===== config.mk =====
export PLATFORM = sky130hd
export DESIGN_NAME = io_uart_tx
export DESIGN_NICKNAME = d
export VERILOG_FILES = /design/src/rtl/io_uart_tx.sv
export SDC_FILE = /design/constraint.sdc
export NUM_CORES = 1
export LEC_CHECK = 0
export CAP_MARGIN = 20
export CORE_ASPECT_RATIO = 0.5
export CORE_MARGIN = 3
export CORE_UTILIZATION = 27
export DETAILED_ROUTE_END_ITERATION = 8
export GPL_ROUTABILITY_DRIVEN = 1
export HOLD_SLACK_MARGIN = 0.1
export PLACE_DENSITY = 0.53
export SLEW_MARGIN = 20
export SYNTH_ARGS = -nofsm -noshare
export SYNTH_HDL_FRONTEND = slang
export SYNTH_SLANG_ARGS = --single-unit

===== constraint.sdc =====
create_clock -name clk -period 9.15 [get_ports clk]
set_clock_uncertainty 0.15 [all_clocks]
set_input_delay 1.83 -clock clk [delete_from_list [all_inputs] [get_ports clk]]
set_output_delay 1.83 -clock clk [all_outputs]
set_load 0.005 [all_outputs]

===== src/rtl/io_uart_tx.sv =====
// io_uart_tx: memory-mapped 8N1 UART transmitter with a byte FIFO.
// The register window is four words at BASE_ADDR:
//   TXDATA: push a byte. STATUS: flags and count. BAUDDIV: clocks per bit. CTRL: enables.
// Reads are combinational and have no side effects.
module io_uart_tx #(
    parameter logic [7:0]  BASE_ADDR   = 8'h40,
    parameter int          FIFO_DEPTH  = 8,
    parameter logic [15:0] DEFAULT_DIV = 16'd868
) (
    input  logic        clk,
    input  logic        reset,
    input  logic [7:0]  io_addr,
    input  logic        io_en,
    input  logic        io_we,
    input  logic [31:0] io_data_write,
    output logic [31:0] io_data_read,
    output logic        uart_txd,
    output logic        irq
);

    localparam int AW = $clog2(FIFO_DEPTH);

    typedef enum logic [1:0] {
        ST_IDLE  = 2'd0,
        ST_START = 2'd1,
        ST_DATA  = 2'd2,
        ST_STOP  = 2'd3
    } state_t;

    // Bus decode
    logic       win_hit;
    logic       wr_any;
    logic       wr_txdata;
    logic       wr_status;
    logic       wr_baud;
    logic       wr_ctrl;

    // FIFO storage and bookkeeping
    logic [7:0]    mem [FIFO_DEPTH];
    logic [AW-1:0] wr_ptr_reg;
    logic [AW-1:0] rd_ptr_reg;
    logic [AW:0]   count_reg;
    logic [7:0]    count8;
    logic          fifo_full;
    logic          fifo_empty;
    logic          push_ok;
    logic          pop;

    // Software-visible registers
    logic          overflow_reg;
    logic [15:0]   baud_reg;
    logic          tx_en_reg;
    logic          irq_en_reg;

    // Transmit FSM and datapath
    state_t        state_reg;
    state_t        state_next;
    logic [15:0]   div_reg;
    logic [15:0]   div_next;
    logic [15:0]   clk_cnt_reg;
    logic [15:0]   clk_cnt_next;
    logic [2:0]    bit_cnt_reg;
    logic [2:0]    bit_cnt_next;
    logic [7:0]    sh_reg;
    logic [7:0]    sh_next;
    logic          txd_reg;
    logic          txd_next;
    logic [15:0]   eff_div;
    logic          bit_done;

    // Only the low data bits and word-aligned addresses are meaningful.
    logic          unused_bits;
    assign unused_bits = ^{io_addr[1:0], io_data_write[31:16]};

    assign win_hit   = (io_addr[7:4] == BASE_ADDR[7:4]);
    assign wr_any    = io_en & io_we & win_hit;
    assign wr_txdata = wr_any & (io_addr[3:2] == 2'd0);
    assign wr_status = wr_any & (io_addr[3:2] == 2'd1);
    assign wr_baud   = wr_any & (io_addr[3:2] == 2'd2);
    assign wr_ctrl   = wr_any & (io_addr[3:2] == 2'd3);

    assign fifo_full  = (count_reg == (AW+1)'(FIFO_DEPTH));
    assign fifo_empty = (count_reg == '0);
    assign count8     = 8'(count_reg);

    // A full FIFO still accepts a push when the FSM drains a slot at the same edge.
    assign push_ok = wr_txdata & (~fifo_full | pop);

    // A zero divisor would stall the bit timer, so it runs as one clock per bit.
    assign eff_div  = (baud_reg == 16'd0) ? 16'd1 : baud_reg;
    assign bit_done = (clk_cnt_reg == 16'd0);

    // FIFO storage: contents are not reset, the pointers define what is valid.
    always_ff @(posedge clk) begin
        if (push_ok) begin
            mem[wr_ptr_reg] <= io_data_write[7:0];
        end
    end

    // State register: FIFO pointers, software registers and FSM datapath.
    always_ff @(posedge clk or posedge reset) begin
        if (reset) begin
            wr_ptr_reg   <= '0;
            rd_ptr_reg   <= '0;
            count_reg    <= '0;
            overflow_reg <= 1'b0;
            baud_reg     <= DEFAULT_DIV;
            tx_en_reg    <= 1'b1;
            irq_en_reg   <= 1'b0;
            state_reg    <= ST_IDLE;
            div_reg      <= 16'd1;
            clk_cnt_reg  <= 16'd0;
            bit_cnt_reg  <= 3'd0;
            sh_reg       <= 8'd0;
            txd_reg      <= 1'b1;
        end else begin
            if (push_ok) begin
                wr_ptr_reg <= wr_ptr_reg + 1'b1;
            end
            if (pop) begin
                rd_ptr_reg <= rd_ptr_reg + 1'b1;
            end
            case ({push_ok, pop})
                2'b10:   count_reg <= count_reg + 1'b1;
                2'b01:   count_reg <= count_reg - 1'b1;
                default: count_reg <= count_reg;
            endcase
            if (wr_txdata & fifo_full & ~pop) begin
                overflow_reg <= 1'b1;
            end else if (wr_status & io_data_write[3]) begin
                overflow_reg <= 1'b0;
            end
            if (wr_baud) begin
                baud_reg <= io_data_write[15:0];
            end
            if (wr_ctrl) begin
                tx_en_reg  <= io_data_write[0];
                irq_en_reg <= io_data_write[1];
            end
            state_reg   <= state_next;
            div_reg     <= div_next;
            clk_cnt_reg <= clk_cnt_next;
            bit_cnt_reg <= bit_cnt_next;
            sh_reg      <= sh_next;
            txd_reg     <= txd_next;
        end
    end

    // Next-state logic: bit timing, shifting and FIFO pops (including back-to-back frames).
    always_comb begin
        state_next   = state_reg;
        div_next     = div_reg;
        clk_cnt_next = clk_cnt_reg;
        bit_cnt_next = bit_cnt_reg;
        sh_next      = sh_reg;
        pop          = tx_en_reg & ~fifo_empty &
                       ((state_reg == ST_IDLE) | ((state_reg == ST_STOP) & bit_done));
        if (pop) begin
            // Divisor is sampled once per frame so mid-frame BAUDDIV writes wait.
            state_next   = ST_START;
            div_next     = eff_div;
            clk_cnt_next = eff_div - 16'd1;
            bit_cnt_next = 3'd0;
            sh_next      = mem[rd_ptr_reg];
        end else begin
            case (state_reg)
                ST_START: begin
                    if (bit_done) begin
                        state_next   = ST_DATA;
                        clk_cnt_next = div_reg - 16'd1;
                    end else begin
                        clk_cnt_next = clk_cnt_reg - 16'd1;
                    end
                end
                ST_DATA: begin
                    if (bit_done) begin
                        clk_cnt_next = div_reg - 16'd1;
                        if (bit_cnt_reg == 3'd7) begin
                            state_next = ST_STOP;
                        end else begin
                            bit_cnt_next = bit_cnt_reg + 3'd1;
                            sh_next      = {1'b0, sh_reg[7:1]};
                        end
                    end else begin
                        clk_cnt_next = clk_cnt_reg - 16'd1;
                    end
                end
                ST_STOP: begin
                    if (bit_done) begin
                        state_next = ST_IDLE;
                    end else begin
                        clk_cnt_next = clk_cnt_reg - 16'd1;
                    end
                end
                default: begin
                    state_next = ST_IDLE;
                end
            endcase
        end
    end

    // Output logic: registered line level, read mux and drained interrupt.
    always_comb begin
        case (state_next)
            ST_START: txd_next = 1'b0;
            ST_DATA:  txd_next = sh_next[0];
            default:  txd_next = 1'b1;
        endcase
        io_data_read = 32'h0;
        if (win_hit) begin
            case (io_addr[3:2])
                2'd0:    io_data_read = {24'h0, count8};
                2'd1:    io_data_read = {16'h0, count8, 4'h0, overflow_reg, fifo_empty,
                                         fifo_full, (state_reg != ST_IDLE)};
                2'd2:    io_data_read = {16'h0, baud_reg};
                default: io_data_read = {30'h0, irq_en_reg, tx_en_reg};
            endcase
        end
        irq = irq_en_reg & fifo_empty & (state_reg == ST_IDLE);
    end

    assign uart_txd = txd_reg;

endmodule


* Word level (Yosys, flattened, before mapping)
Memory sizes are Yosys's and may differ from the RTL's.
Cells that the tools add are included.
** Operators by class
- Eq/ne operators :: 15
- Reduce and logical (&&, ||, !) cells :: 14
- Muxes and demuxes :: 27
- Add/sub/neg operators :: 8
- Bitwise operators :: 20
** Operator list (count)
- two-way mux 16 bit :: 5
- one-hot mux 16 bit (3 select lines) :: 1
- subtractor 16 x 1 -> 16 bit (second input constant) :: 3
- zero test 16 bit :: 2
- two-way mux 8 bit :: 4
- one-hot mux 16 bit (2 select lines) :: 1
- AND 1 bit :: 15
- == test 2 bit (second input constant) :: 6
- two-way mux 3 bit :: 4
- two-way mux 2 bit :: 5
- nonzero test 2 bit :: 5
- adder 3 x 1 -> 3 bit (second input constant) :: 3
- == test 2 x 1 -> 1 bit (second input constant) :: 4
- one-hot mux 4 bit (2 select lines) :: 1
- one-hot mux 2 bit (3 select lines) :: 1
- adder 4 x 1 -> 4 bit (second input constant) :: 1
- == test 4 x 3 -> 1 bit (second input constant) :: 1
- == test 4 bit (second input constant) :: 1
- zero test 2 bit :: 2
- zero test 4 bit :: 1
- two-way mux 1 bit :: 4
- subtractor 4 x 1 -> 4 bit (second input constant) :: 1
- == test 3 bit (second input constant) :: 1
- inequality test 3 bit (second input constant) :: 1
- 8 further kinds :: 11
** Storage, ports and cells
- Memory bits (writable) :: 64
- Register bits after elaboration :: 75
- Memories kept :: 1
- Input bits :: 44
** Memories
- mem :: depth 8, width 8, read ports 1, clocked after memory_dff 0, wr ports 1, RTL line 39 : logic [7:0] mem [FIFO_DEPTH];

* Logic depth before layout (Yosys ltp)
Gate-level depths: netlist of the first run.
- Word-level depth :: 8
- Depth in mapped cells :: 13
- Gate-level depth less buffers :: 11

* Worst setup path before layout of the first run
No wires, ideal clock.
- Kind :: input -> output
- Start :: input port io_addr[5]
- End :: output port io_data_read[12]
- Data required time :: 7.170 ns
- Stages on the path :: 4
- Path slack :: 4.278 ns
- Arrival time :: 2.892 ns
- Cell sequence :: or4b_1 > buf_6 > nor2_1 > and2_1
** On the way
- Word-level cells in the longest chain between the ends :: 2
** Ends and longest elaborated chain
- start: declaration :: RTL line 12 : input logic [7:0] io_addr,
- == test 4 x 3 -> 1 bit :: RTL line 75 : assign win_hit = (io_addr[7:4] == BASE_ADDR[7:4]);
- two-way mux 16 bit :: RTL line 210 : if (win_hit) begin
- end: declaration :: RTL line 16 : output logic [31:0] io_data_read,
No other way between the ends.

* Worst setup path in the final report of the first run
- Start :: input port io_addr[5]
- End :: output port io_data_read[4]
The elaborated chain is that of the path after synthesis.

==> flow_summary.toml, run 1 <==
[outcome]
outcome = "finished, final reports clean"

[die]
initial_core_util_pct = 27.9
rows = 41
die_area_mm2 = 0.0285
die_h_um = 121
io_pins = 78
coreArea_mm2 = 0.0255
die_x_um = 236

[worst_setup_path]
crit_buf_inv = 2
crit_path_cell_trace = "clkdlybuf4s50_1 -> or4b_1 -> nor2_1 -> and2_1 -> clkdlybuf4s50_1"
path_common_cell = "clkdlybuf4s50_1"
crit_path_start_kind = "input port"
cp.arrival_ns = 4.17
cp.required_ns = 7.17
timing_worst_setup_path_type = "input port to output pin"
crit_family = "simple AND/OR/NAND/NOR gates"
critPathMaxFanout = 10
critPathMaxStageDelay_ns = 0.68
critPathSlowestCell = "or4b_1"
cp-end-kind = "output pin"

[sta]
fin_setup_tns_ns = 0
worst_pin_slew_ns = 0.854
hold_viol_final = 0
setup_viol = 0
drv_slew = 0
timing.final.crit_share_pct = 67.2
rsz0062_at_grt = "false"
max_freq_mhz = 163
max-slew-margin-rel_pct = 43.0
fin_ws_ns = 3.00
hold-worst-slack_ns = 0.364
period_minus_slack_ns = 6.15

[global_route]
overflow = 0
antenna_found_initial = 0
grt_pass1_wl_um = 26500
grtUsageMet1_pct = 16.1
grt_usage_pct = 11.9
use_met3_pct = 2.55
grt_pass1_vias = 4780
gr-usage-met2_pct = 19.0
grt_max_degree = 76
grt-busiest-layer = "met2"

[layout]
nNetsFinal = 712
final_cell_mix = "72 x nand2_1, 67 x dfrtp_1, 64 x edfxtp_1"
n_antenna_cell = 0
postLayoutCoreUtil_pct = 33.3
area_growth_pct = 19.4
largest_reg_flops = 64
max_flop_register = "mem"
layout.cells.non_filler = 1012
num-fill-cells = 2543
final_common_cell = "nand2_1"
layout-drive-gt1-share_pct = 15.6

[clock_tree]
cts-root-buf = "clkbuf_16"
clkSlewWorstSetupHoldPaths_ns = 0.07
cts_setup_buffers = 0
cts_hold_buf = 0
cts_inserted_buffers = 17
cts_buffer_depth = 2
cts_max_level = 4
clk_latency_ns = 0.43
numClockSinks = 139
ctsResizeCount = 0
cts_tree = "done"

[route]
dr.pass1.iters = 4
via_per_inst = 4.75
drc = 0
vias = 4808
final_antenna_net_count = 0
routed_wl_um = 16300
post_drt_wl_per_cell_um = 16.1
drt_iter0_drc = 329

[pwr]
p_comb_share_pct = 23.3
p_leak_nw = 3.18
pwr-share-clk_pct = 34.0
seq_power_share_pct = 42.7
power_density_mw_per_mm2 = 239
switchingPower_mw = 0.683
power.internal_mw = 1.35
netSwitchingFraction_pct = 33.6
ir_drop_uv = 103

[hold_path]
hold_class = "register to register"

[synthesis]
ys_seq_elements = 139
postSynthAreaPerCell_um2 = 11.6
synth_compound_area_share_pct = 9.65
synth_mux_area_share_pct = 11.0
synthAdderAreaFrac_pct = 2.28
synth_top_family_by_area = "simple AND/OR/NAND/NOR gates"
netlist.area_leader.share_pct = 27.0
synth_edf_count = 64
synth_top_area_cell = "edfxtp_1"
netlist_area_mm2 = 0.00712
ys_top_cells_by_area = "edfxtp_1 27%, dfrtp_1 24%, mux4_2 5.4%, nand2_1 3.8%, mux2_2 3.2%"
yosysWarnings = 0
ys.flop_type = "dfrtp_1"
synth_xor_area_share_pct = 3.94
ys_async_sr_fraction_pct = 54.0
yosysSeqAreaShare_pct = 53.5
synth-simple-area-share_pct = 15.1
syn_inst = 612
synth_cell_types = 64

[run]
maxCapViolCount = 0

[placement]
dpl.cell_count = 980
numPortBuffers = 43
dpl.hpwl_um = 11200
dp_slack_ns = 3.00
gp_congestion = 0.772
routing by layer:
| metal | vias up | routed length (µm) |
|---|---|---|
| li1 | 2308 | - |
| met1 | 2416 | 7890 |
| met2 | 66 | 7740 |
| met3 | 18 | 356 |
| met4 | 0 | 287 |
| met5 | - | 0 |
per-stage QoR:
step           total power, mW  cell area, µm²
6_report                  2.04            8500
2_1_floorplan             1.22            7180
5_1_grt                   2.16            8500
3_3_place_gp              1.35            7870
4_1_cts                   2.06            8490
3_5_place_dp              1.35            7870
power by group through the flow:
stage	Clock, mW	Sequential (mW)	Combinational, mW
global route	0.742	0.886	0.534
CTS	0.711	0.868	0.478
detailed placement	0	0.880	0.475
global placement	0	0.877	0.470
floorplan	0	0.826	0.399
finish	0.692	0.869	0.475
area by class of cell:
cell class / instances / area, µm² / area share (%)
sequential: 139 / 3810 / 44.8
multi-input combinational: 430 / 3070 / 36.1
timing repair buffer: 55 / 524 / 6.17
tap: 344 / 430 / 5.06
clock buffer: 17 / 425 / 5.00
clock inverter: 15 / 194 / 2.28
inverter: 12 / 46.3 / 0.545
worst paths after layout:
| path | depth (start not counted) | startpoint | end | slack [ns] |
|---|---|---|---|---|
| setup / recovery | 5 | io_addr[5] | io_data_read[4] | 3.00 |
| hold / removal | 2 | div_reg[15] | div_reg[15] | 0.36 |
| setup reg to reg | 11 | baud_reg[2] | clk_cnt_reg[12] | 5.80 |
| hold reg to reg | 2 | div_reg[15] | div_reg[15] | 0.36 |
| max in group asynchronous | 3 | reset | irq_en_reg | 6.59 |
| min in group asynchronous | 3 | reset | bit_cnt_reg[0] | 1.78 |
worst register-to-register path, cell delays in order (launching register included):
cell,delay [ns]
dfstp_2,0.61
or4_1,0.20
or2_0,0.36
inv_1,0.08
a21oi_1,0.20
ha_1,0.21
nor3b_1,0.48
nor2b_1,0.45
nand2b_1,0.12
xnor2_1,0.18
nor2_1,0.07
a31oi_1,0.17
synth_stat cells (15+ instances only):
| library cell | instances |
|---|---|
| mux2_2 | 20 |
| a21oi_1 | 26 |
| mux4_2 | 17 |
| mux2i_1 | 16 |
| nor3_1 | 20 |
| o21ai_0 | 16 |
| nand2_1 | 72 |
| clkbuf_1 | 15 |
| buf_4 | 17 |
| xnor2_1 | 19 |
| dfrtp_1 | 67 |
| nor2_1 | 41 |
| edfxtp_1 | 64 |
cells by family (layout without fill, tap and decap cells):
| family | Yosys count | after routing |
|---|---|---|
| buffers and inverters | 58 | 99 |
| DFF | 139 | 139 |
| muxes | 54 | 54 |
| adders and majority gates | 13 | 13 |
| AOI/OAI and AO/OA | 102 | 102 |
| other | 1 | 16 |
| and+or+nand+nor | 213 | 213 |
| xor gates and xnor gates | 32 | 32 |
(Power assumes the default switching activity.)
==> inputs of run 2 (changes only) <==
PLACE_DENSITY = 0.55   (was 0.53)
clock period = 5.5 ns   (was 9.15 ns; I/O delays follow)
==> flow_summary.toml, run 2 (synthesis results as in run 1) <==
[clock_tree]
cts_buffer_depth = 2
cts_setup_buffers = 0
cts-root-buf = "clkbuf_16"
cts_hold_buf = 0
ctsResizeCount = 0
cts_tree = "done"
cts_inserted_buffers = 17
clkSlewWorstSetupHoldPaths_ns = 0.06
cts_max_level = 4
clk_latency_ns = 0.43
numClockSinks = 139

[global_route]
grt_pass1_vias = 4855
overflow = 0
grt_pass1_wl_um = 26300
gr-usage-met2_pct = 18.9
use_met3_pct = 2.64
grt_usage_pct = 11.7
grt-busiest-layer = "met2"
grt_max_degree = 56
grtUsageMet1_pct = 15.4
antenna_found_initial = 0

[die]
die_area_mm2 = 0.0285
die_x_um = 236
coreArea_mm2 = 0.0255
die_h_um = 121
io_pins = 78
initial_core_util_pct = 27.9
rows = 41

[layout]
n_antenna_cell = 0
max_flop_register = "mem"
nNetsFinal = 712
final_common_cell = "nand2_1"
num-fill-cells = 2561
layout.cells.non_filler = 1012
layout-drive-gt1-share_pct = 15.3
fin_area_mm2 = 0.00843
final_cell_mix = "72 x nand2_1, 67 x dfrtp_1, 64 x edfxtp_1"
area_growth_pct = 18.5
largest_reg_flops = 64

[sta]
max_freq_mhz = 216
setup_viol = 0
worst_pin_slew_ns = 1.03
max-slew-margin-rel_pct = 30.5
rsz0062_at_grt = "false"
fin_ws_ns = 0.873
fin_setup_tns_ns = 0
period_minus_slack_ns = 4.63
timing.final.crit_share_pct = 84.1
hold_viol_final = 0
drv_slew = 0

[route]
routed_wl_um = 16200
via_per_inst = 4.80
post_drt_wl_per_cell_um = 16.0
dr.pass1.iters = 5
drt_iter0_drc = 258
vias = 4857
final_antenna_net_count = 0
drc = 0

[placement]
dpl.cell_count = 980
dp_slack_ns = 0.836
numPortBuffers = 43
dpl.hpwl_um = 11100
place_area_mm2 = 0.00787
gp_congestion = 0.776

[worst_setup_path]
cp-end-kind = "output pin"
critical_path_cell_count = 5
cp.arrival_ns = 3.38
crit_buf_inv = 2
critPathMaxStageDelay_ns = 0.68
timing_worst_setup_path_type = "input port to output pin"
critPathSlowestCell = "or4b_1"
crit_path_start_kind = "input port"
crit_path_cell_trace = "clkdlybuf4s50_1 -> or4b_1 -> nor2_1 -> and2_1 -> clkdlybuf4s50_1"
cp.required_ns = 4.25
rr_worst_depth = 10
crit_family = "simple AND/OR/NAND/NOR gates"
critPathMaxFanout = 10
path_common_cell = "clkdlybuf4s50_1"

[pwr]
switchingPower_mw = 1.10
p_comb_share_pct = 23.9
pwr-share-clk_pct = 32.7
finalPower_mw = 3.32
p_leak_nw = 3.15
power.internal_mw = 2.23
netSwitchingFraction_pct = 33.0
ir_drop_uv = 226
seq_power_share_pct = 43.4
power_density_mw_per_mm2 = 394

[outcome]
outcome = "finished, final reports clean"

[hold_path]
hold_class = "register to register"
holdPathStages = 2

[run]
maxCapViolCount = 0
## run 2: changes by cell type in the layout (fill, tap and decap cells not counted), sizes merged
| cell | previous run | this run |
|---|---|---|
| clkbuf | 17 | 18 |
| clkinvlp | 0 | 1 |
| clkinv | 9 | 7 |
## run 2: routing by layer
| layer | share of wire [%] | wire length [µm] |
|---|---|---|
| met5 | 0 | 0 |
| met2 | 48 | 7800 |
| met4 | 1.1 | 185 |
| met1 | 47 | 7660 |
| met3 | 3.2 | 511 |
## run 2: metrics by stage
| stage | hold WS, ns | utilization [%] |
|---|---|---|
| after floorplan | 0.316 | - |
| after global placement | 0.336 | 30.8 |
| after detailed placement | 0.353 | 30.8 |
| after CTS | 0.368 | 33.0 |
| after global routing | 0.393 | 33.0 |
| final | 0.356 | 33.0 |
## run 2: final cells by class
cell class / instances / area (µm²) / area share (%)
inverter: 12 / 46.3 / 0.549
tap: 344 / 430 / 5.10
clock buffer: 18 / 429 / 5.09
multi-input combinational: 430 / 3070 / 36.4
sequential: 139 / 3810 / 45.2
timing repair buffer: 55 / 520 / 6.17
clock inverter: 14 / 133 / 1.57
## run 2: path summary, 6_finish.rpt
path / start / to / slack, ns
max: io_addr[5] / io_data_read[4] / 0.87
min in group asynchronous: reset / bit_cnt_reg[0] / 1.00
min: div_reg[15] / div_reg[15] / 0.36
max reg2reg: baud_reg[2] / clk_cnt_reg[14] / 2.12
max in group asynchronous: reset / baud_reg[8] / 3.25
min reg2reg: div_reg[15] / div_reg[15] / 0.36
## run 2: tightest hold or removal path: cells and delay by family (launching register included)
kind | cells | cell delay, ns
flops | 1 | 0.36
simple gates | 2 | 0.12
## run 2: power by group through the flow
stage          registers (mW)  logic [mW]  clock network, mW
6_report                 1.44       0.793               1.09
5_1_grt                  1.47       0.891               1.17
4_1_cts                  1.44       0.800               1.11
3_5_place_dp             1.46       0.795                  0
3_3_place_gp             1.46       0.781                  0
2_1_floorplan            1.37       0.664                  0
==> inputs of run 3 (changes only) <==
PLACE_DENSITY = 0.53   (was 0.55)
clock period = 4.7 ns   (was 5.5 ns; I/O delays follow)
==> flow_summary.toml, run 3 (synthesis results as in run 1) <==
[layout]
max_flop_register = "mem"
largest_reg_flops = 64
postLayoutCoreUtil_pct = 33.4
fin_area_mm2 = 0.00854
area_growth_pct = 20.0
nNetsFinal = 717
final_cell_mix = "72 x nand2_1, 67 x dfrtp_1, 64 x edfxtp_1"
n_antenna_cell = 0
final_common_cell = "nand2_1"
layout-drive-gt1-share_pct = 16.2

[clock_tree]
cts_max_level = 4
clk_latency_ns = 0.42
clkSlewWorstSetupHoldPaths_ns = 0.07
cts_setup_buffers = 0
numClockSinks = 139
cts_buffer_depth = 2
cts_inserted_buffers = 17
ctsResizeCount = 0
cts_hold_buf = 0
cts-root-buf = "clkbuf_16"
cts_tree = "done"

[pwr]
pwr-share-clk_pct = 34.6
p_leak_nw = 3.21
netSwitchingFraction_pct = 33.2
p_comb_share_pct = 22.7
switchingPower_mw = 1.33
power.internal_mw = 2.68
ir_drop_uv = 206
seq_power_share_pct = 42.8
power_density_mw_per_mm2 = 470

[global_route]
grt_usage_pct = 11.9
overflow = 0
grt_pass1_vias = 4941
antenna_found_initial = 0
grt_pass1_wl_um = 26800
grt_max_degree = 59

[sta]
hold_viol_final = 0
period_minus_slack_ns = 4.08
drv_slew = 0
timing.final.crit_share_pct = 86.8
rsz0062_at_grt = "false"
max_freq_mhz = 245
worst_pin_slew_ns = 1.07
fin_setup_tns_ns = 0
fin_ws_ns = 0.622
setup_viol = 0
max-slew-margin-rel_pct = 28.6

[worst_setup_path]
rr_worst_depth = 10
r2r-end = "clk_cnt_reg[10]"
timing_worst_setup_path_type = "input port to output pin"
cp.required_ns = 3.61
critPathMaxFanout = 10
reg2reg_from = "baud_reg[2]"
cp.arrival_ns = 2.99
crit_path_start_kind = "input port"
cp-end-kind = "output pin"
rrSetupSlack_ns = 1.40

[route]
drc = 0
routed_wl_um = 16400
dr.pass1.iters = 5
post_drt_wl_per_cell_um = 16.1
via_per_inst = 4.75
final_antenna_net_count = 0
drt_iter0_drc = 343
vias = 4827

[die]
die_area_mm2 = 0.0285
die_x_um = 236
die_h_um = 121
io_pins = 78
initial_core_util_pct = 27.9
rows = 41
coreArea_mm2 = 0.0255

[hold_path]
holdPathStages = 2
hold_start = "div_reg[15]"
hold_class = "register to register"
holdPathEnd = "div_reg[15]"

[placement]
numPortBuffers = 43
place_area_mm2 = 0.00791
dpl.hpwl_um = 11300
dp_slack_ns = 0.592
gp_congestion = 0.797

[run]
maxCapViolCount = 0

[outcome]
outcome = "finished, final reports clean"
run 3: cell types whose count changed in the layout (fill, tap and decap cells not counted):
cell / delta
buf_4: +5
bufinv_16: +1
clkinv_4: -3
inv_4: +1
inv_8: +4
nor4_2: +1
clkbuf_1: -1
inv_6: -3
nor4_1: -1
clkinv_8: +3
clkinv_2: -2
run 3: through the flow:
stage	hold slack (ns)	std cells	total power, mW
finish	0.347	1017	4.01
global route	0.407	1017	4.24
CTS	0.355	1017	4.05
detailed placement	0.338	985	2.65
global placement	0.343	985	2.63
floorplan	0.316	627	2.38
run 3: area by class of cell:
type	count	area (µm²)
Clock buffer	17	425
Clock inverter	15	199
Fill cell	2537	17000
Inverter	12	47.5
Multi-Input combinational cell	430	3070
Sequential cell	139	3810
Tap cell	344	430
Timing Repair Buffer	60	558
run 3: how the worst max path moves through the flow:
stage,startpoint,end,cells after the start,slack [ns]
global placement,io_addr[5],io_data_read[4],6,0.64
finish,io_addr[5],io_data_read[14],6,0.62
global route,io_addr[5],io_data_read[14],6,0.49
floorplan,io_addr[5],mem[0][0],7,0.99
CTS,io_addr[5],io_data_read[14],6,0.59
detailed placement,io_addr[5],io_data_read[14],6,0.59
run 3: critical path, cell delays in order:
cell and delay, ns:
clkdlybuf4s50_1 0.40, or4b_1 0.67, nor2_1 0.16, buf_4 0.17, and2_1 0.13, clkdlybuf4s50_1 0.51
run 3: power by group through the flow:
stage	logic, mW	registers [mW]	clock network [mW]
after global routing	1.02	1.75	1.46
after detailed placement	0.911	1.74	0
after floorplan	0.777	1.61	0
after CTS	0.915	1.72	1.42
after global placement	0.894	1.74	0
final	0.909	1.72	1.39
run 3: per-layer routing:
metal  global-route usage (%)  routed length, µm
met4                     3.91                204
met3                     2.62                455
met2                     19.5               7910
met1                     15.9               7830
met5                        0                  0
